<file path="src/rtl/traffic_seq.sv">
// traffic_seq: seven-phase junction sequencer with pedestrian request, cycle counter, watchdog and traffic snapshots
module traffic_seq (
  input  logic       clk,
  input  logic       rst_n,
  input  logic       enable_i,
  input  logic       ped_btn_i,
  input  logic [2:0] main_traffic_i,
  input  logic [2:0] side_traffic_i,
  output logic [5:0] counter_o,
  output logic       ped_o,
  output logic [2:0] main_traffic_o,
  output logic [2:0] side_traffic_o,
  output logic [2:0] main_light_o,
  output logic [2:0] side_light_o,
  output logic       walk_o,
  output logic [2:0] state_o
);
  typedef enum logic [2:0] {MAIN_G, MAIN_Y, ALL_R1, SIDE_G, SIDE_Y, ALL_R2, PED_WALK} state_t;
  state_t state, nxt;
  logic wrap, wd, ped_nxt;
  logic [2:0] ml_nxt, sl_nxt;
  assign state_o = state;
  // next phase, wrap/watchdog detection, pedestrian latch and lamp decode of the next phase
  always_comb begin
    wrap = enable_i && ((state == ALL_R2 && !ped_o) || state == PED_WALK);
    wd = counter_o == 6'd63 && !wrap;
    nxt = state;
    if (wd) nxt = MAIN_G;
    else if (enable_i)
      nxt = state == ALL_R2 ? (ped_o ? PED_WALK : MAIN_G) :
            state == PED_WALK ? MAIN_G : state_t'(state + 3'd1);
    ped_nxt = wd ? ped_o : state == PED_WALK ? ped_o && !enable_i : ped_o || ped_btn_i;
    ml_nxt = nxt == MAIN_G ? 3'b001 : nxt == MAIN_Y ? 3'b010 : 3'b100;
    sl_nxt = nxt == SIDE_G ? 3'b001 : nxt == SIDE_Y ? 3'b010 : 3'b100;
  end
  // state, counter, snapshots and registered lamp outputs
  always_ff @(posedge clk) begin
    if (!rst_n) begin
      state <= MAIN_G;
      counter_o <= '0;
      ped_o <= 1'b0;
      main_traffic_o <= '0;
      side_traffic_o <= '0;
      main_light_o <= 3'b001;
      side_light_o <= 3'b100;
      walk_o <= 1'b0;
    end else begin
      state <= nxt;
      counter_o <= (wrap || wd) ? 6'd0 : counter_o + 6'd1;
      ped_o <= ped_nxt;
      if (wrap || wd) begin
        main_traffic_o <= main_traffic_i;
        side_traffic_o <= side_traffic_i;
      end
      main_light_o <= ml_nxt;
      side_light_o <= sl_nxt;
      walk_o <= nxt == PED_WALK;
    end
  end
endmodule
</file>
<file path="config.mk">
export PLATFORM = sky130hd
export DESIGN_NAME = traffic_seq
export DESIGN_NICKNAME = d
export VERILOG_FILES = /design/src/rtl/traffic_seq.sv
export SDC_FILE = /design/constraint.sdc
export NUM_CORES = 1
export LEC_CHECK = 0
export BUFFER_PORTS_ARGS = -buffer_cell sky130_fd_sc_hd__buf_2
export CORE_ASPECT_RATIO = 1.4
export CORE_MARGIN = 2
export CORE_UTILIZATION = 48
export CTS_CLUSTER_SIZE = 10
export DETAILED_ROUTE_END_ITERATION = 10
export GPL_TIMING_DRIVEN = 1
export PLACE_DENSITY_LB_ADDON = 0.2
export SLEW_MARGIN = 20
export SYNTH_ARGS = -nofsm -noshare
export SYNTH_HDL_FRONTEND = slang
export SYNTH_SLANG_ARGS = --single-unit
</file>
<file path="constraint.sdc">
create_clock -name clk -period 1.7 [get_ports clk]
set_input_delay 0.085 -clock clk [delete_from_list [all_inputs] [get_ports clk]]
set_output_delay 0.085 -clock clk [all_outputs]
set_load 0.02 [all_outputs]
</file>
==> impl_metrics.csv, run 1 <==
group,metric,value,unit
setup_path,timing.critical_path.arrival,1.73,ns
synthesis,gate_count_post_synth,104,
place,gp_congestion,0.8026,
timing,finalWorstSetupSlack,0.1838,ns
setup_path,criticalPathCategory,"register to register",
global_route,track_usage,0.1697,
setup_path,critical_path.max_fanout,7,
die,floorplan.rows,19,
global_route,grt_max_degree,14,
synthesis,synth-edff-count,0,
die,initial_core_util,0.5054,
timing,timing.setup.tns,0,ns
synthesis,yosys_register_bits,23,
cells_and_area,layout_commonest_cell,"sky130_fd_sc_hd__buf_2",
synthesis,yosys.area_share.adder,0.01255,
cells_and_area,final_layout_size_suffix_gt1_frac,0.3546,
clock_network,cts_hold_fix_bufs,0,
pwr,total_switching_power,254.7,uW
cells_and_area,final_core_utilization,0.6189,
synthesis,synth_top_family_by_area,"simple AND/OR/NAND/NOR gates",
pwr,power.sequential.fraction,0.602,
clock_network,h-tree-depth,1,
synthesis,yosys_warnings,0,
global_route,first_global_vias,770,
timing,slew_viol_final,0,
clock_network,insertion_delay_of_the_later_clocked_pin_in_the_worst_skew_pair,0.31,ns
pwr,power.internal,701.3,uW
global_route,antenna_found_initial,0,
die,dieArea,2463,um2
die,die_x_extent,42.52,um
setup_path,slowest_delay,0.44,ns
outcome,status,"complete, no violations",
synthesis,asyncSetResetFlopFracSynth,0,
cells_and_area,design.final.nets,153,
drt,routed_wirelength,1891,um
die,ios,33,
timing,fin_worst_skew,0.004693,ns
timing,max_slew_margin,0.6964,
synthesis,simple_gate_area_share_of_the_yosys_netlist,0.2447,
clock_network,clock_tree.buffer_depth,2,
synthesis,synth_xor_area_frac,0.03513,
pwr,p_comb_frac,0.139,
setup_path,startpoint_type,"register",
drt,route.antenna.remaining_nets,0,
timing,period_needed,1.516,ns
place,placement.io_buffers,32,
timing,final-setup-viol-count,0,
setup_path,cp-end-kind,"register",
drt,drcViolationCount,0,
global_route,grt-ovfl-total,0,
clock_network,tritoncts,"built",
timing,unrepaired_setup_endpoints_after_global_routing,"no",
clock_network,cts-resized-gates,0,
drt,drt_iter0_markers,22,
clock_network,number_of_clock_sinks,23,
place,detailedPlacementHpwl,1444,um
synthesis,post_synth_mux_area_share,0.02509,
setup_path,worst_path_max_delay_cell,"sky130_fd_sc_hd__dfxtp_1",
setup_path,worstPathCellList,"buf_4, o21ai_0, o2bb2ai_1, or3_1, a21o_1",
timing,achievable-frequency,0.6596,GHz
synthesis,synthDistinctLibCells,37,
clock_network,post-cts-setup-buffers,0,
global_route,grt_first_pass_wirelength,3229,um
pwr,switching_share,0.2664,
die,design.core.area,1973,um2
place,placement.setup.worst_slack,0.2041,ns
drt,dr.pass1.iters,2,
setup_path,worstPathRequired,1.92,ns
synthesis,synth-main-ff-cell,"sky130_fd_sc_hd__dfxtp_1",
clock_network,number_of_clock_buffers_inserted_by_tritoncts,3,
pwr,power_leakage,0.5587,nW
clock_network,clk_root_buffer_cell,"sky130_fd_sc_hd__clkbuf_4",
timing,worstMarginPinSlew,0.4546,ns
synthesis,seq_area_frac_synth,0.4617,
clock_network,clkSlewWorstSetupHoldPaths,0.12,ns
synthesis,synth_net_count,115,
cells_and_area,antennaDiodeCount,0,
cells_and_area,area.growth.synth_to_final,22.46,%
timing,report.final.hold_viol_count,0,
flow_run,timing.max_cap.violations,0,
synthesis,synth_compound_gate_area_share,0.1895,
drt,route.detailed.vias_per_inst,5.315,
die,die_h,57.93,um
cells_and_area,most-common-layout-cells,"32 x sky130_fd_sc_hd__buf_2, 23 x sky130_fd_sc_hd__dfxtp_1, 11 x sky130_fd_sc_hd__nand3_1",
drt,detail_route.wl_per_cell,11.67,um
pwr,p_clk_frac,0.259,
pwr,pwr_density_cell,782.9,nW/um2
drt,vias,861,
pwr,worst_voltage_drop_across_the_vdd_grid,694.3,uV
timing,final.period_utilization,0.8919,
synthesis,synthesis.area_per_instance,9.589,um2
hold_path,holdCritPathClass,"primary input to register",
synthesis,syn_area,997.2,um2
cell families (layout without fill, tap and decap cells):
kind of cell / count (synthesis) / after routing
buf+inv: 6 / 43
xor+xnor: 4 / 4
compound gates: 26 / 26
fa+ha+maj: 1 / 1
simple gates: 42 / 42
flops: 23 / 23
mux: 2 / 2
layer usage:
layer,GRT usage,vias up,wire length (um)
met4,0.09375,0,39
li1,-,445,-
met3,0.01869,5,73
met1,0.2020,390,812
met2,0.2945,21,966
met5,0,-,0
final timing paths:
kind                       endpoint  cells past startpoint         startpoint  slack, ns
setup / recovery    side_light_o[2]                      5         state_o[2]       0.18
hold / removal                ped_o                      3          ped_btn_i       0.02
setup reg to reg    side_light_o[2]                      5         state_o[2]       0.18
hold reg to reg   side_traffic_o[2]                      2  side_traffic_o[2]       0.47
per-stage QoR:
stage | power [mW] | cell area (um2) | hold slack [ns] | cells
5_1_grt | 1.009 | 1221 | 0.02406 | 162
6_report | 0.9560 | 1221 | 0.02100 | 162
3_3_place_gp | 0.7191 | 1194 | 0.3510 | 158
3_5_place_dp | 0.7220 | 1194 | 0.3566 | 158
2_1_floorplan | 0.6794 | 997.2 | 0.2011 | 104
4_1_cts | 0.9646 | 1221 | 0.01821 | 162
cell usage after synthesis, drive strengths merged, types with 2 or more instances:
library cell  instances  share of area
o21ai                 9          0.056
dfxtp                23           0.46
a21oi                 7          0.035
nor3                  2          0.010
nor2                  9          0.034
xnor2                 2          0.018
and3                  2          0.013
buf                   3          0.020
nor2b                 5          0.031
nand2b                2          0.013
xor2                  2          0.018
nand2                 4          0.015
o211ai                2          0.020
nand3                11          0.055
a211oi                2          0.020
inv                   3          0.011
power groups by stage:
stage	logic, mW	registers [mW]	clock network, mW
detailed placement	0.134	0.588	0
global route	0.148	0.578	0.283
global placement	0.133	0.586	0
finish	0.133	0.576	0.247
CTS	0.135	0.576	0.254
floorplan	0.0711	0.608	0
final cells by class:
class	count	area [um2]
Fill cell	190	752.0
Multi-Input combinational cell	75	505.5
Sequential cell	23	460.4
Timing Repair Buffer	36	190.2
Tap cell	21	26.28
Clock buffer	3	22.52
Inverter	3	11.26
Clock inverter	1	5.005
flip-flops by register name, summed over array words and instances, names as in the netlist:
| signal | cells |
|---|---|
| side_light_o | 3 |
| ped_o | 1 |
| walk_o | 1 |
| side_traffic_o | 3 |
| state_o | 3 |
| main_light_o | 3 |
| counter_o | 6 |
| main_traffic_o | 3 |
worst max-delay path, delay by kind of cell, from the launching register on:
family / cells / cell delay [ns]
buf+inv: 1 / 0.18
simple gates: 1 / 0.34
compound gates: 3 / 0.47
flops: 1 / 0.44
Note: power is estimated with default switching activity, not from simulation.
==> run 2: changes to the inputs <==
- ABC_AREA: default -> 1
==> impl_metrics.csv, run 2 <==
group,metric,value,unit
cells_and_area,post-route-cell-area,1195,um2
synthesis,syn_area,977.2,um2
hold_path,worstHoldPathCells,3,
setup_path,timing.critical_path.arrival,1.66,ns
die,die_h,57.39,um
timing,report.final.hold_viol_count,0,
synthesis,simple_gate_area_share_of_the_yosys_netlist,0.3662,
cells_and_area,nFillCells,201,
synthesis,ys_top_cells_by_area,"sky130_fd_sc_hd__dfxtp_1 47%, sky130_fd_sc_hd__nor2_1 11%, sky130_fd_sc_hd__nand2_1 7.3%",
global_route,first_global_vias,810,
pwr,total_switching_power,265.5,uW
clock_network,h-tree-depth,1,
global_route,grt-ovfl-total,0,
clock_network,clk_root_buffer_cell,"sky130_fd_sc_hd__clkbuf_4",
synthesis,synth_net_count,137,
pwr,p_comb_frac,0.159,
timing,final.period_utilization,0.8607,
synthesis,synth_compound_gate_area_share,0.05378,
cells_and_area,largest_register_ff_count,6,
timing,slew_viol_final,0,
pwr,pwr_density_cell,817.6,nW/um2
setup_path,worst-r2r-cell-count,8,
die,ios,33,
die,floorplan.rows,19,
pwr,power.sequential.fraction,0.594,
timing,achievable-frequency,0.6834,GHz
drt,drt_iter0_markers,12,
timing,timing.setup.tns,0,ns
drt,vias,875,
timing,unrepaired_setup_endpoints_after_global_routing,"no",
synthesis,synth.most_common_cell,"sky130_fd_sc_hd__nor2_1",
clock_network,clkSlewWorstSetupHoldPaths,0.11,ns
die,die_x_extent,42.14,um
cells_and_area,area.growth.synth_to_final,22.28,%
global_route,grt_max_degree,16,
setup_path,critical_path.max_fanout,7,
clock_network,number_of_clock_buffers_inserted_by_tritoncts,3,
synthesis,post_synth_most_frequent_cells,"28 x sky130_fd_sc_hd__nor2_1, 23 x sky130_fd_sc_hd__dfxtp_1, 19 x sky130_fd_sc_hd__nand2_1, 12 x sky130_fd_sc_hd__inv_1, 6 x sky130_fd_sc_hd__o21ai_0",
synthesis,yosys_warnings,0,
place,detailedPlacementHpwl,1460,um
timing,period_needed,1.463,ns
place,gp_congestion,0.8372,
synthesis,synth_largest_area_cell,"sky130_fd_sc_hd__dfxtp_1",
place,placement.io_buffers,32,
place,placed_cells,178,
hold_path,holdCritPathClass,"primary input to register",
pwr,p_clk_frac,0.247,
outcome,status,"complete, no violations",
synthesis,yosysTopAreaCellShare,0.4712,
cells_and_area,stdcell_count,183,
cells_and_area,antennaDiodeCount,0,
global_route,track_usage,0.1720,
die,dieArea,2418,um2
global_route,grt_first_pass_wirelength,3284,um
timing,final-setup-viol-count,0,
setup_path,criticalPathCategory,"register to register",
cells_and_area,most-common-layout-cells,"32 x sky130_fd_sc_hd__buf_2, 28 x sky130_fd_sc_hd__nor2_1, 23 x sky130_fd_sc_hd__dfxtp_1",
cells_and_area,design.final.nets,174,
synthesis,seq_area_frac_synth,0.4712,
drt,route.detailed.vias_per_inst,4.781,
synthesis,synthesis.area_per_instance,7.755,um2
clock_network,number_of_clock_sinks,23,
place,detailed_place.area,1159,um2
cells_and_area,layout_commonest_cell,"sky130_fd_sc_hd__buf_2",
clock_network,tritoncts,"built",
synthesis,synth_top_family_by_area,"simple AND/OR/NAND/NOR gates",
clock_network,post-cts-setup-buffers,0,
flow_run,timing.max_cap.violations,0,
synthesis,synth-edff-count,0,
synthesis,yosys_register_bits,23,
synthesis,synth-main-ff-cell,"sky130_fd_sc_hd__dfxtp_1",
timing,worstMarginPinSlew,0.2779,ns
timing,fin_worst_skew,0.004902,ns
pwr,power_leakage,0.6260,nW
drt,routed_wirelength,1828,um
synthesis,asyncSetResetFlopFracSynth,0,
pwr,power.internal,711.4,uW
synthesis,synth_xor_area_frac,0.02689,
drt,detail_route.wl_per_cell,9.989,um
global_route,antenna_found_initial,0,
synthesis,yosys.area_share.adder,0.01280,
synthesis,synthDistinctLibCells,21,
drt,dr.pass1.iters,5,
timing,max_slew_margin,0.8147,
die,design.core.area,1949,um2
cells_and_area,top_register,"counter_o",
pwr,switching_share,0.2718,
synthesis,gate_count_post_synth,126,
setup_path,cp-end-kind,"register",
setup_path,worstPathRequired,1.90,ns
drt,route.antenna.remaining_nets,0,
setup_path,startpoint_type,"register",
cells_and_area,final_layout_size_suffix_gt1_frac,0.3333,
die,initial_core_util,0.5013,
pwr,worst_voltage_drop_across_the_vdd_grid,635.5,uV
synthesis,post_synth_mux_area_share,0,
drt,drcViolationCount,0,
clock_network,insertion_delay_of_the_later_clocked_pin_in_the_worst_skew_pair,0.30,ns
clock_network,clock_tree.buffer_depth,2,
==> run 2: cell count changes after synthesis, sizes merged, moves of 3 or more <==
cell / delta
a21oi: -4
nand4: +3
nor2b: -5
nand3: -4
o21ai: -3
nand2: +24
inv: +11
nor2: +22
==> run 2: kinds of logic (layout without fill, tap and decap cells) <==
family,Yosys count,in the layout
xor+xnor,3,3
simple gates,72,72
compound gates,10,10
flops,23,23
fa+ha+maj,1,1
buf+inv,17,53
==> run 2: layout make-up <==
| type | instances | area [um2] | share of cell area |
|---|---|---|---|
| inverters | 16 | 62.56 | 0.05236 |
| multi-input cells | 86 | 449.2 | 0.3759 |
| flip-flops and latches | 23 | 460.4 | 0.3853 |
| repair buffers | 33 | 170.2 | 0.1424 |
| clock buffers | 4 | 26.28 | 0.02199 |
| well taps | 21 | 26.28 | 0.02199 |
==> run 2: routing by layer <==
metal	part of all wire	vias up	GRT usage
li1	-	463	-
met1	0.43	389	0.2112
met2	0.52	21	0.3058
met3	0.040	2	0.01899
met4	0.0088	0	0.06696
met5	0	-	0
==> run 2: worst max-delay path: stages (launching register included) <==
cell and delay (ns):
sky130_fd_sc_hd__dfxtp_1 0.38, sky130_fd_sc_hd__ha_1 0.21, sky130_fd_sc_hd__nand3_2 0.10, sky130_fd_sc_hd__nor2_2 0.14
sky130_fd_sc_hd__nand2_2 0.10, sky130_fd_sc_hd__nand2_4 0.11, sky130_fd_sc_hd__clkinv_2 0.13, sky130_fd_sc_hd__nor2_1 0.13
sky130_fd_sc_hd__nor2_1 0.06
==> run 2: worst paths after layout <==
kind              slack [ns]           endpoint               from
setup reg to reg        0.24  main_traffic_o[2]       counter_o[0]
hold / removal         0.009  side_traffic_o[1]  side_traffic_i[1]
setup / recovery        0.24  main_traffic_o[2]       counter_o[0]
hold reg to reg         0.48       counter_o[0]       counter_o[0]
==> run 2: stage by stage <==
step | utilization | setup WS [ns] | hold WS (ns) | total power, mW
6_report | 0.6130 | 0.2368 | 0.009066 | 0.9769
5_1_grt | 0.6130 | 0.06566 | 0.009590 | 1.034
4_1_cts | 0.6078 | 0.2157 | 0.005331 | 0.9826
3_5_place_dp | 0.5944 | 0.2395 | 0.3138 | 0.7482
3_3_place_gp | 0.5944 | 0.3034 | 0.3076 | 0.7456
2_1_floorplan | - | 0.1719 | 0.1734 | 0.6981
==> run 2: timing repair <==
item / in CTS / in global routing
hold buffers: 0 / 1
hold endpoints to repair: 0 / 1
gates resized for setup: 0 / 0
==> run 2: power by group through the flow <==
stage                     registers [mW]  clock network (mW)  logic (mW)
after floorplan                    0.624                   0      0.0743
after global placement             0.592                   0       0.154
after global routing               0.584               0.276       0.174
final                              0.580               0.241       0.155
after detailed placement           0.593                   0       0.155
after CTS                          0.581               0.246       0.156
